`config.mk`:
```
export PLATFORM = sky130hd
export DESIGN_NAME = bus_arbiter
export DESIGN_NICKNAME = d
export VERILOG_FILES = /design/src/rtl/bus_arb_pkg.sv /design/src/rtl/rr_pick.sv /design/src/rtl/bus_arbiter.sv
export SDC_FILE = /design/constraint.sdc
export NUM_CORES = 1
export LEC_CHECK = 0
export BUFFER_PORTS_ARGS = -buffer_cell sky130_fd_sc_hd__buf_2
export CORE_MARGIN = 2
export CORE_UTILIZATION = 35
export CTS_BUF_LIST = sky130_fd_sc_hd__clkbuf_16
export DETAILED_ROUTE_END_ITERATION = 12
export GPL_ROUTABILITY_DRIVEN = 0
export RECOVER_POWER = 25
export REMOVE_ABC_BUFFERS = 1
export SYNTH_ARGS = -nofsm -noshare
export SYNTH_HDL_FRONTEND = slang
export SYNTH_SLANG_ARGS = --single-unit
```
`constraint.sdc`:
```
create_clock -name clk -period 5 [get_ports clk]
set_input_delay 1 -clock clk [delete_from_list [all_inputs] [get_ports clk]]
set_output_delay 1 -clock clk [all_outputs]
set_load 0.03 [all_outputs]
```
`src/rtl/bus_arb_pkg.sv`:
```
// rtl/bus_arb_pkg.sv - shared defaults and helpers for the bus arbiter
package bus_arb_pkg;

    localparam int N_REQ_DEF    = 4;
    localparam int MAX_HOLD_DEF = 16;

    function automatic int clog2(input int value);
        int r;
        r = 0;
        while ((1 << r) < value) r++;
        return r;
    endfunction

endpackage

```
`src/rtl/rr_pick.sv`:
```
// rtl/rr_pick.sv - circular priority search: first set req bit at or after start
module rr_pick
    import bus_arb_pkg::*;
#(
    parameter int N_REQ = N_REQ_DEF,
    parameter int IW    = clog2(N_REQ)
) (
    input  logic [N_REQ-1:0] req,
    input  logic [IW-1:0]    start,
    output logic [N_REQ-1:0] pick,
    output logic [IW-1:0]    idx,
    output logic             any
);

    always_comb begin
        int j;
        pick = '0;
        idx  = '0;
        any  = 1'b0;
        j    = 0;
        for (int off = 0; off < N_REQ; off++) begin
            j = int'(start) + off;
            if (j >= N_REQ) j = j - N_REQ;
            if (!any && req[j]) begin
                any     = 1'b1;
                idx     = IW'(j);
                pick[j] = 1'b1;
            end
        end
    end

endmodule

```
`src/rtl/bus_arbiter.sv`:
```
// rtl/bus_arbiter.sv - round-robin bus arbiter with registered one-hot grant and hold limit
module bus_arbiter
    import bus_arb_pkg::*;
#(
    parameter int N_REQ    = N_REQ_DEF,
    parameter int MAX_HOLD = MAX_HOLD_DEF
) (
    input  logic             clk,
    input  logic             reset,
    input  logic [N_REQ-1:0] req,
    output logic [N_REQ-1:0] grant
);

    localparam int IW      = clog2(N_REQ);
    localparam int HW_RAW  = clog2(MAX_HOLD + 1);
    localparam int HW      = (HW_RAW < 1) ? 1 : HW_RAW;
    localparam logic [HW-1:0] HOLD_LIM = HW'(MAX_HOLD);
    localparam logic [IW-1:0] LAST_IDX = IW'(N_REQ - 1);

    logic [IW-1:0]    ptr;
    logic [HW-1:0]    hold;
    logic [IW-1:0]    owner;
    logic             has_owner;
    logic [IW-1:0]    base;
    logic [IW-1:0]    start;
    logic [N_REQ-1:0] pick;
    logic [IW-1:0]    pick_idx;
    logic             pick_any;
    logic             others;
    logic             keep;

    always_comb begin
        owner = '0;
        for (int i = 0; i < N_REQ; i++) begin
            if (grant[i]) owner = IW'(i);
        end
    end

    assign has_owner = |grant;
    assign others    = |(req & ~grant);

    // Idle searches after the last grant; an active owner searches after itself.
    assign base  = has_owner ? owner : ptr;
    assign start = (base == LAST_IDX) ? '0 : base + 1'b1;

    assign keep = has_owner && req[owner] &&
                  ((MAX_HOLD == 0) || (hold < HOLD_LIM) || !others);

    rr_pick #(
        .N_REQ (N_REQ),
        .IW    (IW)
    ) u_pick (
        .req   (req),
        .start (start),
        .pick  (pick),
        .idx   (pick_idx),
        .any   (pick_any)
    );

    always_ff @(posedge clk) begin
        if (reset) begin
            grant <= '0;
            ptr   <= LAST_IDX;
            hold  <= '0;
        end else if (keep) begin
            if (hold != {HW{1'b1}}) hold <= hold + 1'b1;
        end else if (pick_any) begin
            grant <= pick;
            ptr   <= pick_idx;
            hold  <= '0;
        end else begin
            grant <= '0;
            hold  <= '0;
        end
    end

endmodule

```
# == Word-level counts from Yosys, hierarchy flattened ==
# Index checks and enable logic that the tools add are counted.
# totals
out_inout_bits,4
input_bits,6
elab_cells,96
register_bits,11
# classes
reduce_logical,18
n_eq_ne,2
order_cmp,14
add_sub_neg,9
muxes,44
n_bitwise,6
# op_table
cell,count
$ge 32x1->1 const B,4
$lt 32x4->1 const B,4
$mux 32,4
$ge 32x4->1 const B,3
$sub 32x4->32 const B,3
$mux 4,5
$mux 1,18
$mux 2,8
$or 4x4->4,3
$bmux 1 s2,5
$logic_and 1x1->1,9
$demux 1 s2,4
$reduce_or 4->1,2
$add 2x2->3 const B,2
$add 5x1->5 const B,1
$lt 5x5->1 const B,1
$ne 5x5->1 const B,1
$and 4x4->4,1
$logic_not 1->1,4
$not 4->4,1
$sub 2x3->4 const B,1
$add 2x1->3 const B,1
$ge 2x3->1 const B,1
$lt 2x3->1 const B,1
other kinds (6),6

# == Longest topological paths before layout ==
# depth
depth_word,22
ltp_mapped,12
mapped_depth_nobuf,10

# == Hierarchy ==
# Synthesis repeated with hierarchy kept, for this count alone.
# unflattened
hier_cells,117
hier_area_um2,1094.8
# by_module_without_submodules
module,seq_area_each_um2,n_inst,area_per_inst_um2,cells_each
bus_arbiter,220.2,1,634.4,69
rr_pick,0.0,1,460.4,48

# == Worst setup path after synthesis ==
# OpenSTA, ideal clock, no wires.
# synth_path
kind,register to register
startpoint,register grant[2]
endpoint,register grant[0]
arrival_ns,2.681
setup_slack_ns,2.197
setup_ns,0.122
path_buffers,2
t_required_ns,4.878
period_less_slack_ns,2.803
stages_incl_launch_ff,13
cell_sequence,dfxtp_1 nor3b_1 nor3_2 buf_6 inv_2 ha_1 buf_2 o21a_1 a2111oi_2 nand3_1 nand3_2 nor2_1 a221o_1
# synth_between
elab_chain_cells,21
elab_cells_between_ends,81
classes_between,add/sub: 8; order compare: 12; eq/ne: 1; mux: 39; bitwise: 5; reduce/logical: 16
# synth_lines
element,line_no,rtl
start: declaration,bus_arbiter.sv:11,output logic [N_REQ-1:0] grant
start signal: assignment,bus_arbiter.sv:68,grant <= pick;
branches (longest 21 deep; another with $sub 32x4->32),-,
# Several ways; the timed one is not identified. The select of a mux whose other input is x is not followed.
# A chain may end at the register's enable or synchronous reset.

# == Worst setup path in the final report ==
# Same ends and word-level chain as after synthesis.

==> impl_metrics.py <==
metrics = {
    "run_status": {
        "status": "finished, final reports clean",
    },
    "pwr": {
        "powerDensity_nw_per_um2": 761,
        "fin_total_pwr_w": 0.000957,
        "leakagePower_nw": 0.506,
        "ir_drop_mv": 0.384,
    },
    "final_layout": {
        "layout-drive-gt1-share_pct": 15.7,
        "area_growth_pct": 14.1,
        "final_common_cell": "nor2_1",
        "final_cell_mix": "nor2_1, a21oi_1, dfxtp_1, nor2b_1, ha_1",
        "fillerInstances": 306,
        "layout.nets": 156,
        "post-route-util_pct": 41.5,
        "antennaDiodeCount": 0,
    },
    "worst_setup_path": {
        "critPathBufInv": 2,
        "worstPathArrival_ns": 3.04,
        "crit_slowest_cell": "dfxtp_1",
        "cpLargestDelayFamily": "compound AO/OA/AOI/OAI gates",
        "worst_ep_required_time_ns": 5.12,
        "critPathMaxStageDelay_ns": 0.46,
        "cp-start-kind": "register",
        "worstPathMaxFanout": 14,
        "path_cells": "nor3b_1 -> nor3_2 -> buf_4 -> inv_2 -> ha_1 -> o21a_1 -> a2111oi_2 -> nand3_1 -> nand3_2 -> nor2_1 -> a221o_1",
        "crit_type": "register to register",
        "crit_path_end_kind": "register",
    },
    "die": {
        "rows": 20,
        "start_util_pct": 36.4,
        "die_w_um": 60.1,
        "coreArea_um2": 3030,
        "die_y_um": 60.1,
        "die_area_um2": 3610,
        "ios": 10,
    },
    "yosys": {
        "synthesis.instances": 131,
        "synthTopCellsByArea": "dfxtp_1, ha_1, nor2_1, a21oi_1, nor2b_1",
        "yosysSeqAreaShare_pct": 20.0,
        "synth-seq-cells": 11,
        "yosysWarnings": 0,
        "ys_dominant_reg_cell": "dfxtp_1",
        "ys_types": 47,
        "netlist_area_um2": 1100,
        "synth_top_area_cell": "dfxtp_1",
        "synthArstFlopShare_pct": 0,
        "synth_edf_count": 0,
        "synth.avg_cell_area_um2": 8.41,
        "synth_top_area_share_pct": 20.0,
    },
    "grt": {
        "overflow": 0,
        "track_usage_pct": 16.7,
        "grt_max_degree": 15,
        "antenna_found_initial": 0,
        "grt_pass1_vias": 968,
        "grt_first_pass_wirelength_um": 4550,
    },
    "clocking": {
        "cts_tree": "yes",
        "cts.repair.resized": 0,
        "cts_setup_buffers": 0,
        "clkSinkCount": 11,
        "ctsHtreeMaxLevel": 1,
        "cts_max_path_buffers": 2,
        "cts_root_buf": "clkbuf_16",
        "clkTransAtPathRegs_ns": 0.04,
        "insertion_delay_ns": 0.24,
        "cts_buffers": 3,
        "ctsHoldBuffers": 0,
    },
    "sta": {
        "relSlewSlack_pct": 71.6,
        "max_freq_mhz": 342,
        "slew_violations": 0,
        "final-setup-viol-count": 0,
        "timing.final.crit_share_pct": 58.4,
        "fin_worst_skew_ns": 0.00171,
        "worst_slew_pin_slew_ns": 0.425,
        "period_minus_slack_ns": 2.92,
        "rsz0062_at_grt": "false",
        "tns_ns": 0,
        "hold_viol": 0,
    },
    "drt": {
        "wl_per_cell_um": 14.3,
        "first_iter_violations": 53,
        "drt_pass1_iterations": 4,
        "ant_nets": 0,
        "routed_wl_um": 2620,
        "num_vias": 1028,
        "detail_route.drc_violations": 0,
        "via_per_inst": 5.59,
    },
    "run": {
        "maxCapViolCount": 0,
    },
    "placement": {
        "dp_hpwl_um": 2080,
        "port_buffers": 9,
    },
    "worst_hold_path": {
        "hp-class": "register to register",
    },
}
[cells in the mapped netlist, types with 3 or more instances]
master,instances
nor2_1,17
a21oi_1,12
dfxtp_1,11
ha_1,9
nor2b_1,9
inv_1,7
nand3_1,5
a221o_1,4
a2111oi_1,3
mux2i_1,3
o21a_1,3
[final cells by class]
type	count	area, µm²	area share, %
inverters	9	33.8	2.69
well taps	44	55.1	4.38
clock inverters	1	5.00	0.398
flip-flops and latches	11	220	17.5
multi-input cells	106	820	65.2
clock buffers	3	75.1	5.97
repair buffers	10	48.8	3.88
[metrics by stage]
stage | cells | instance area (µm²) | setup slack, ns | hold WS, ns
finish | 184 | 1260 | 2.08 | 0.511
global route | 184 | 1260 | 1.75 | 0.530
CTS | 184 | 1260 | 2.08 | 0.516
detailed placement | 180 | 1180 | 2.09 | 0.510
global placement | 180 | 1180 | 2.01 | 0.466
floorplan | 126 | 1070 | 1.83 | 0.447
[layer usage]
layer | routed length, µm | vias up | global-route usage [%]
li1 | - | 514 | -
met1 | 1130 | 474 | 22.2
met2 | 1290 | 38 | 26.2
met3 | 180 | 2 | 4.33
met4 | 25 | 0 | 5.08
met5 | 0 | - | 0
[flip-flops by register name, summed over array words and instances, names as in the netlist]
register / flops
grant: 4
ptr: 2
hold: 5
[worst paths after layout]
kind | start | to | slack (ns) | cells after the start
setup / recovery | grant[2] | grant[0] | 2.08 | 11
hold / removal | ptr[1] | ptr[1] | 0.51 | 2
setup reg to reg | grant[2] | grant[0] | 2.08 | 11
hold reg to reg | ptr[1] | ptr[1] | 0.51 | 2
[worst register-to-register path: cells and delay by family (launching register included)]
family,cells,cell delay [ns]
flip-flops,1,0.46
AO/OA/AOI/OAI,3,0.96
buffers and inverters,2,0.35
adder cells (fa/ha/maj),1,0.33
AND/OR/NAND/NOR,5,0.70
[cell families (layout without fill, tap and decap cells)]
logic type,after synthesis,count (layout),share of synthesized area [%]
compound gates,42,42,29.2
xor+xnor,3,3,2.38
fa+ha+maj,9,9,10.2
buf+inv,14,23,5.68
flops,11,11,20.0
mux,8,8,11.5
simple gates,44,44,21.1
[power breakdown]
part	internal, W	switching [W]	leakage (nW)
logic	0.000274	0.000404	0.375
clock network	0.000106	0.0000389	0.0409
registers	0.000110	0.0000239	0.0901
total	0.000490	0.000467	0.506
Power figures use the tool's default switching activity.
